### config.mk
export PLATFORM = sky130hd
export DESIGN_NAME = mem_port_arbiter
export DESIGN_NICKNAME = d
export VERILOG_FILES = /design/src/rtl/mem_port_arbiter.sv
export SDC_FILE = /design/constraint.sdc
export NUM_CORES = 1
export LEC_CHECK = 0
export ABC_AREA = 1
export CORE_AREA = 10 10 195 197
export CTS_BUF_LIST = sky130_fd_sc_hd__clkbuf_16
export CTS_CLUSTER_DIAMETER = 120
export DETAILED_ROUTE_END_ITERATION = 8
export DIE_AREA = 0 0 205 207
export PLACE_DENSITY = 0.63
export SYNTH_ARGS = -nofsm -noshare
export SYNTH_HDL_FRONTEND = slang
export SYNTH_SLANG_ARGS = --single-unit
### constraint.sdc
create_clock -name clk -period 1.24 [get_ports clk]
set_clock_uncertainty 0.1 [all_clocks]
set_input_delay 0.248 -clock clk [delete_from_list [all_inputs] [get_ports clk]]
set_output_delay 0.248 -clock clk [all_outputs]
set_load 0.01 [all_outputs]
### src/rtl/mem_port_arbiter.sv
// mem_port_arbiter: shares one memory port between instruction fetch (req0)
// and load/store (req1). One transaction outstanding, round-robin on ties.
// Optional response timeout: define MEM_PORT_TIMEOUT_EN.
module mem_port_arbiter #(
  parameter int unsigned ADDR_W         = 64,
  parameter int unsigned DATA_W         = 64,
  parameter int unsigned TIMEOUT_CYCLES = 255
) (
  input  logic              clk,
  input  logic              reset,
  input  logic              req0_valid,
  input  logic              req1_valid,
  input  logic [ADDR_W-1:0] req0_addr,
  input  logic [ADDR_W-1:0] req1_addr,
  input  logic [DATA_W-1:0] req0_wdata,
  input  logic [DATA_W-1:0] req1_wdata,
  input  logic              req0_we,
  input  logic              req1_we,
  output logic              req0_ready,
  output logic              req1_ready,
  output logic              rsp0_valid,
  output logic              rsp1_valid,
  output logic [DATA_W-1:0] rsp_rdata,
  output logic              rsp_err,
  output logic              mem_valid,
  input  logic              mem_ready,
  output logic [ADDR_W-1:0] mem_addr,
  output logic [DATA_W-1:0] mem_wdata,
  output logic              mem_we,
  input  logic              mem_rsp_valid,
  input  logic [DATA_W-1:0] mem_rdata,
  output logic              sel,
  output logic              busy
);

  typedef enum logic [1:0] {IDLE, ISSUE, WAIT} state_t;

  // A zero limit would expire before the first wait cycle could be counted.
  if (TIMEOUT_CYCLES == 0) begin : g_bad_timeout
    $error("TIMEOUT_CYCLES must be >= 1");
  end

  state_t              state_q, state_d;
  logic                sel_q, sel_d;
  logic                last_grant_q, last_grant_d;
  logic                mem_valid_q, mem_valid_d;
  logic [ADDR_W-1:0]   mem_addr_q, mem_addr_d;
  logic [DATA_W-1:0]   mem_wdata_q, mem_wdata_d;
  logic                mem_we_q, mem_we_d;
  logic                rsp0_valid_q, rsp0_valid_d;
  logic                rsp1_valid_q, rsp1_valid_d;
  logic [DATA_W-1:0]   rsp_rdata_q, rsp_rdata_d;
  logic                rsp_err_q, rsp_err_d;
  logic                busy_q, busy_d;
  logic                grant1_c;
  logic                idle_c;

`ifdef MEM_PORT_TIMEOUT_EN
  localparam int unsigned CNT_W = (TIMEOUT_CYCLES > 1) ? $clog2(TIMEOUT_CYCLES) : 1;
  logic [CNT_W-1:0] cnt_q, cnt_d;
`endif

  // Arbitration: a lone requester wins; on a tie the one not granted last wins.
  always_comb begin
    idle_c     = (state_q == IDLE);
    grant1_c   = req1_valid && (!req0_valid || !last_grant_q);
    req0_ready = idle_c && req0_valid && !grant1_c;
    req1_ready = idle_c && grant1_c;
  end

  // Next-state and registered-output computation.
  always_comb begin
    state_d      = state_q;
    sel_d        = sel_q;
    last_grant_d = last_grant_q;
    mem_valid_d  = mem_valid_q;
    mem_addr_d   = mem_addr_q;
    mem_wdata_d  = mem_wdata_q;
    mem_we_d     = mem_we_q;
    rsp0_valid_d = 1'b0;
    rsp1_valid_d = 1'b0;
    rsp_rdata_d  = rsp_rdata_q;
    rsp_err_d    = rsp_err_q;
    busy_d       = busy_q;
`ifdef MEM_PORT_TIMEOUT_EN
    cnt_d        = cnt_q;
`endif
    unique case (state_q)
      IDLE: begin
        if (req0_valid || req1_valid) begin
          sel_d       = grant1_c;
          mem_addr_d  = grant1_c ? req1_addr  : req0_addr;
          mem_wdata_d = grant1_c ? req1_wdata : req0_wdata;
          mem_we_d    = grant1_c ? req1_we    : req0_we;
          mem_valid_d = 1'b1;
          busy_d      = 1'b1;
          state_d     = ISSUE;
        end
      end
      ISSUE: begin
        if (mem_ready) begin
          mem_valid_d = 1'b0;
          state_d     = WAIT;
`ifdef MEM_PORT_TIMEOUT_EN
          cnt_d       = '0;
`endif
        end
      end
      WAIT: begin
        if (mem_rsp_valid) begin
          rsp0_valid_d = !sel_q;
          rsp1_valid_d = sel_q;
          rsp_rdata_d  = mem_rdata;
          rsp_err_d    = 1'b0;
          last_grant_d = sel_q;
          busy_d       = 1'b0;
          state_d      = IDLE;
        end
`ifdef MEM_PORT_TIMEOUT_EN
        else if (cnt_q == CNT_W'(TIMEOUT_CYCLES - 1)) begin
          rsp0_valid_d = !sel_q;
          rsp1_valid_d = sel_q;
          rsp_rdata_d  = '0;
          rsp_err_d    = 1'b1;
          last_grant_d = sel_q;
          busy_d       = 1'b0;
          state_d      = IDLE;
        end else begin
          cnt_d = cnt_q + CNT_W'(1);
        end
`endif
      end
      default: state_d = IDLE;
    endcase
  end

  // State and output registers with synchronous reset.
  always_ff @(posedge clk) begin
    if (reset) begin
      state_q      <= IDLE;
      sel_q        <= 1'b0;
      last_grant_q <= 1'b1;
      mem_valid_q  <= 1'b0;
      mem_addr_q   <= '0;
      mem_wdata_q  <= '0;
      mem_we_q     <= 1'b0;
      rsp0_valid_q <= 1'b0;
      rsp1_valid_q <= 1'b0;
      rsp_rdata_q  <= '0;
      rsp_err_q    <= 1'b0;
      busy_q       <= 1'b0;
`ifdef MEM_PORT_TIMEOUT_EN
      cnt_q        <= '0;
`endif
    end else begin
      state_q      <= state_d;
      sel_q        <= sel_d;
      last_grant_q <= last_grant_d;
      mem_valid_q  <= mem_valid_d;
      mem_addr_q   <= mem_addr_d;
      mem_wdata_q  <= mem_wdata_d;
      mem_we_q     <= mem_we_d;
      rsp0_valid_q <= rsp0_valid_d;
      rsp1_valid_q <= rsp1_valid_d;
      rsp_rdata_q  <= rsp_rdata_d;
      rsp_err_q    <= rsp_err_d;
      busy_q       <= busy_d;
`ifdef MEM_PORT_TIMEOUT_EN
      cnt_q        <= cnt_d;
`endif
    end
  end

  assign sel        = sel_q;
  assign mem_valid  = mem_valid_q;
  assign mem_addr   = mem_addr_q;
  assign mem_wdata  = mem_wdata_q;
  assign mem_we     = mem_we_q;
  assign rsp0_valid = rsp0_valid_q;
  assign rsp1_valid = rsp1_valid_q;
  assign rsp_rdata  = rsp_rdata_q;
  assign rsp_err    = rsp_err_q;
  assign busy       = busy_q;

endmodule

==> run metrics, run 1 <==
status=finished with violations; failing checks=negative setup slack; WP data required=~0.9 ns; Slew Viols, Final=0; Worst Setup Start Kind=register; setup violators final=400; Top FF cell, synth=dfxtp_1; register area share after synthesis=39.67%; final worst-path cycle share=135.1%; H-Tree Depth=1; Post-synth EDFFs=0; first-pass GRT wire length=between 60000 and 70000 um; cell area after synthesis=a little over 10000 um2; Tmin final=about 1.7 ns; synthesized area per cell=6.411 um2; Synth Register Bits=roughly 200; vias in the first global route=between 10k and 15k; final worst slack=-0.4349 ns; FF-to-FF setup slack=-0.40 ns; Root Driver=clkbuf_16; number of core rows=a little under 70; synth warn=0; RePlAce Congestion=~0.85; critical-path cell list=nor2_4 > nand2_2 > a21oi_2 > buf_2; detailed-route vias per instance=around 4.6; CP max stage cell=dfxtp_2; DRC violations left=0; pre-CTS setup slack=-0.9045 ns; layout cells sized above 1=a little over two fifths; DR iter-0 viols=444; Hold Slack=~0.056 ns; DR WL/cell=between 15 and 20 um; CTS tree=done; Tightest Hold Check Type=in -> reg; Synth area leaders=dfxtp_1 40%, nand2_1 22%, nor2_1 9.7%; slowest stage delay, CP=roughly 0.34 ns; nets=between 2k and 2.5k; asr flop ratio synth=0%; reg2reg end=rsp_rdata[56]$_SDFFE_PP0P_; Layout Area Growth over Synthesis=99.95%; Die Y=207 um; initial antenna violation count=4; reg-to-reg startpoint=state_q[0]$_SDFFE_PP0P_; TNS Setup=-82.75 ns; I/O Pins=approximately 530; IO Port Bufs=between 500 and 600; RSZ-0062 raised after global routing=yes; Yosys top cell by area=dfxtp_1; 1st-pass router iterations=5; Max Cap Viol=0; Vias=12.08k; library cells used by synthesis=18; Hold Path Depth=4; worst skew pair latency=0.53 ns; Crit Path Class=reg -> out; CTS Sinks=between 200 and 250; Pwr Density=roughly 1100 nW/um2; Arr. time, crit path=1.33 ns; clk buf depth=3; hold endpoint=sel$_SDFFE_PP0P_; Total GRT Usage=around a fifth; Final ANT Viol Nets=0; hold_sp=req1_valid; Die W=roughly 200 um; CTS Hold Bufs=0; crit-path max FO=3; fmax=between 500 and 600 MHz; Final Hold Viols=0; final total power=22550 uW; core box area=between 30000 and 40000 um2; Post-DP HPWL=33700 um; Worst setup EP type=output pin; WL final=a little over 50000 um; largest net degree at the start of global routing=63; commonest non-fill, non-tap cell in the layout=nand2_1; Leak=between 0.009 and 0.01 uW; Register-to-Register Path Depth=9; total die area=~42000 um2; Syn Inst Count=~1.6k; Worst-path clk slew=around 0.060 ns; Initial Util=29.73%; Net Count, Synth=between 1.5k and 2k; VDD IR-drop max=approximately 1000 uV; total CTS buffers=26; Remaining Overflow, GRT=0; top-area cell type share of the netlist area=between 30 and 40%; most frequent cells in the layout=386 x nand2_1, 325 x clkdlybuf4s50_1, 220 x buf_6
cells in the mapped netlist, types with 3 or more instances:
cell,n
nand2_1,592
nor2_1,263
dfxtp_1,201
inv_1,137
nand3_1,134
a21boi_0,84
buf_2,54
a21boi_1,45
clkbuf_1,27
buf_6,18
buf_4,15
a21oi_1,4
nor2_2,3
per-layer routing:
layer | wire length, um | vias up | part of all wire [%] | GRT usage (%)
met2 | 26480 | 430 | 52 | 36.00
met1 | 18420 | 5573 | 36 | 21.06
li1 | - | 5996 | - | -
met5 | 13 | - | 0.026 | 0
met3 | 4464 | 80 | 8.8 | 7.116
met4 | 1305 | 2 | 2.6 | 4.928
sequential cells by signal, summed over array words and instances (netlist names):
register and count:
busy 1, last_grant_q 1, mem_addr 64, mem_valid 1
mem_wdata 64, mem_we 1, rsp0_valid 1, rsp1_valid 1
rsp_rdata 64, sel 1, state_q 2
cell families after synthesis:
group	Yosys count	synth area share, %
other	1	0.03697
DFF	201	39.67
buffers and inverters	252	11.88
AOI/OAI and AO/OA	134	9.832
and+or+nand+nor	994	38.58
per-stage QoR:
step           std cells  cell area, um2  util (%)
3_5_place_dp        2526           16200     47.47
2_1_floorplan       1582           10200         -
5_1_grt             2638           20280     59.43
3_3_place_gp        2526           16200     47.47
6_report            2639           20280     59.44
4_1_cts             2595           18070     52.96
report_power, final:
group / internal (uW) / switching, uW
clock network: 4420 / 3000
logic: 4040 / 3540
registers: 7140 / 413
worst max path at each step:
stage / end / startpoint / cells past startpoint / slack [ns]
5_1_grt: req0_ready / state_q[1]$_SDFFE_PP0P_ / 4 / -0.50
3_3_place_gp: mem_addr[60]$_SDFFE_PP0P_ / req0_valid / 8 / -0.92
3_5_place_dp: mem_addr[60]$_SDFFE_PP0P_ / req0_valid / 8 / -0.90
2_1_floorplan: rsp_rdata[23]$_SDFFE_PP0P_ / state_q[1]$_SDFFE_PP0P_ / 8 / -0.006
6_report: req0_ready / state_q[1]$_SDFFE_PP0P_ / 4 / -0.43
4_1_cts: req0_ready / state_q[0]$_SDFFE_PP0P_ / 4 / -0.49
worst max-delay path: cells and delay by family, from the launching register on:
kind	cells	cell delay (ns)
AO/OA/AOI/OAI	1	0.10
buffers and inverters	1	0.14
flip-flops	1	0.34
AND/OR/NAND/NOR	2	0.22
what timing repair did:
action,4_1_cts,5_1_grt
buffers inserted,16,32
pin swaps,6,217
gates cloned,8,19
endpoints found under the setup margin,399,399
resized for setup,1320,527
cell type report:
class / instances / area, um2
sequential: 201 / 4282
clock inverter: 19 / 177.7
inverter: 138 / 538.0
antenna: 3 / 7.507
timing repair inverter: 1 / 11.26
clock buffer: 26 / 650.6
fill: 2947 / 13840
timing repair buffer: 667 / 7501
multi-input combinational: 1129 / 6543
tap: 455 / 569.3
(Power assumes the default switching activity.)
==> inputs of run 2 (changes only) <==
Settings changed: CTS_CLUSTER_SIZE from default to 14.
==> run metrics, run 2 (synthesized netlist as in run 1, its figures left out) <==
Worst-path clk slew=0.07 ns (about the same); Worst setup EP type=register; crit-path max FO=8 (+5); multi-input logic area=6108 um2 (-6.6%); Slew Viols, Final=0 (unchanged); CTS Sinks=201 (unchanged); TNS Setup=-72.23 ns (+10.52 ns); I/O Pins=529 (unchanged); IO Port Bufs=527 (unchanged); Final Hold Viols=0 (unchanged); critical-path cell list=buf_6 > inv_4 > nand2_4 > nor2_4 > buf_12 > buf_16 > clkbuf_16 > nand2_4 > nor2_4 > nor2_1; CTS tree=done; setup violators final=399 (-0.25%); commonest non-fill, non-tap cell in the layout=nand2_1; clk buf depth=3 (unchanged); final worst-path cycle share=133.0% (-2.0 points); Die Y=207 um (unchanged); Max Cap Viol=0 (unchanged); register area=4275 um2 (-0.15%); 1st-pass router iterations=5 (unchanged); Initial Util=29.73% (unchanged); total die area=42440 um2 (unchanged); vias in the first global route=11.05k (-1.7%); post-route insts no fill=2600 (-1.5%); Total GRT Usage=19.43% (-0.36 points); WP data required=1.53 ns (+0.64 ns); first-pass GRT wire length=65230 um (-1.6%); Register-to-Register Path Depth=10 (+1); Leak=0.008990 uW (-4.3%); detailed-route vias per instance=4.553 (-0.53%); Remaining Overflow, GRT=0 (unchanged); layout cells sized above 1=36.74% (-4.9 points); RSZ-0062 raised after global routing=yes; met1 Track Usage GR=20.91% (-0.15 points); status=finished with violations; GR Layer Usage met2=35.51% (-0.49 points); most frequent cells in the layout=443 x nand2_1, 325 x clkdlybuf4s50_1, 214 x buf_6; nets=2470 (-0.88%); DRC violations left=0 (unchanged); DR iter-0 viols=512 (+15%); slowest stage delay, CP=0.34 ns (about the same); Final ANT Viol Nets=0 (unchanged); Layout Area Growth over Synthesis=90.96%; Hold Path Depth=4 (unchanged); Die W=205 um (unchanged); Post-DP HPWL=33700 um (unchanged); Crit Path Class=reg -> reg; largest net degree at the start of global routing=63 (unchanged); Worst Setup Start Kind=register; WL final=49160 um (-3.0%); Root Driver=clkbuf_16; worst skew pair latency=0.48 ns (-0.05 ns); Pwr Density=1031 nW/um2 (-7.3%); total CTS buffers=18 (-31%); Inst Count DP=2526 (unchanged); Vias=11.84k (-2.0%); Arr. time, crit path=1.94 ns (+0.61 ns); Tightest Hold Check Type=in -> reg; final worst slack=-0.4095 ns (+0.02538 ns); grt met3 use=6.773% (-0.34 points); fmax=606.2 MHz (+1.5%); VDD IR-drop max=804.8 uV (-21%); number of core rows=68 (unchanged); CP max stage cell=dfxtp_2; fill count=3049 (+3.5%); failing checks=negative setup slack; DR WL/cell=18.91 um (-1.5%); most crowded layer after global routing=met2; RePlAce Congestion=0.8499 (unchanged); Tmin final=1.650 ns (-0.02538 ns); core box area=34120 um2 (unchanged); H-Tree Depth=1 (unchanged); initial antenna violation count=5 (+1)
==> run 2: cell count changes in the layout (fill, tap and decap cells not counted), sizes merged <==
cell	previous run	this run
bufinv	3	0
buf	330	311
clkbuf	37	35
inv	145	139
clkinvlp	1	0
clkinv	9	1
==> run 2: worst max-delay path: cells and delay by family (launching register included) <==
| family | cells | cell delay [ns] |
|---|---|---|
| and+or+nand+nor | 5 | 0.42 |
| DFF | 1 | 0.34 |
| buffers and inverters | 5 | 0.69 |
==> run 2: routing by layer <==
layer / routed length (um) / share of wire, % / vias up
met3: 4455 / 9.1 / 74
met5: 27 / 0.055 / -
met4: 1093 / 2.2 / 4
met2: 25640 / 52 / 407
li1: - / - / 5929
met1: 17940 / 36 / 5425
==> run 2: report_power, final <==
group	switching (uW)	total, uW	internal (uW)
sequential	411	7550	7130
clock	2490	5220	2730
combinational	3340	7200	3860
total	6240	20000	13700
==> run 2: per-stage QoR <==
stage	worst slack (ns)	power [uW]	hold slack, ns	utilization (%)	area (um2)
3_3_place_gp	-0.9163	13080	0.3261	47.47	16200
6_report	-0.4095	19960	0.1018	56.77	19370
3_5_place_dp	-0.9045	13130	0.3330	47.47	16200
4_1_cts	-0.4520	19140	0.06864	51.47	17560
2_1_floorplan	-0.006459	9993	0.2097	-	10200
5_1_grt	-0.4677	21040	0.1063	56.77	19370
==> run 2: area by class of cell <==
type,count,area share [%]
Antenna cell,3,0.03876
Timing Repair inverter,1,0.04522
Clock buffer,19,2.455
Inverter,138,2.765
Multi-Input combinational cell,1129,31.54
Timing Repair Buffer,653,38.08
Sequential cell,201,22.08
Clock inverter,1,0.05814
Tap cell,455,2.939
==> run 2: worst paths after layout <==
path / start / slack, ns / endpoint
setup / recovery: state_q[0]$_SDFFE_PP0P_ / -0.41 / mem_wdata[38]$_SDFFE_PP0P_
hold / removal: req1_valid / 0.10 / sel$_SDFFE_PP0P_
setup reg to reg: state_q[0]$_SDFFE_PP0P_ / -0.41 / mem_wdata[38]$_SDFFE_PP0P_
hold reg to reg: rsp_rdata[31]$_SDFFE_PP0P_ / 0.35 / rsp_rdata[31]$_SDFFE_PP0P_
==> run 2: what timing repair did <==
action,in CTS,in global routing
endpoints found under the setup margin,399,399
cloned,3,23
setup buffers,16,15
pin swaps,6,149
resized for setup,1318,370
hold buffers,0,0
==> inputs of run 3 (changes only) <==
Settings changed: HOLD_SLACK_MARGIN from default to 0.08.
==> results of run 3 <==
The final DEF is identical to that of run 2; final timing and power are the same.
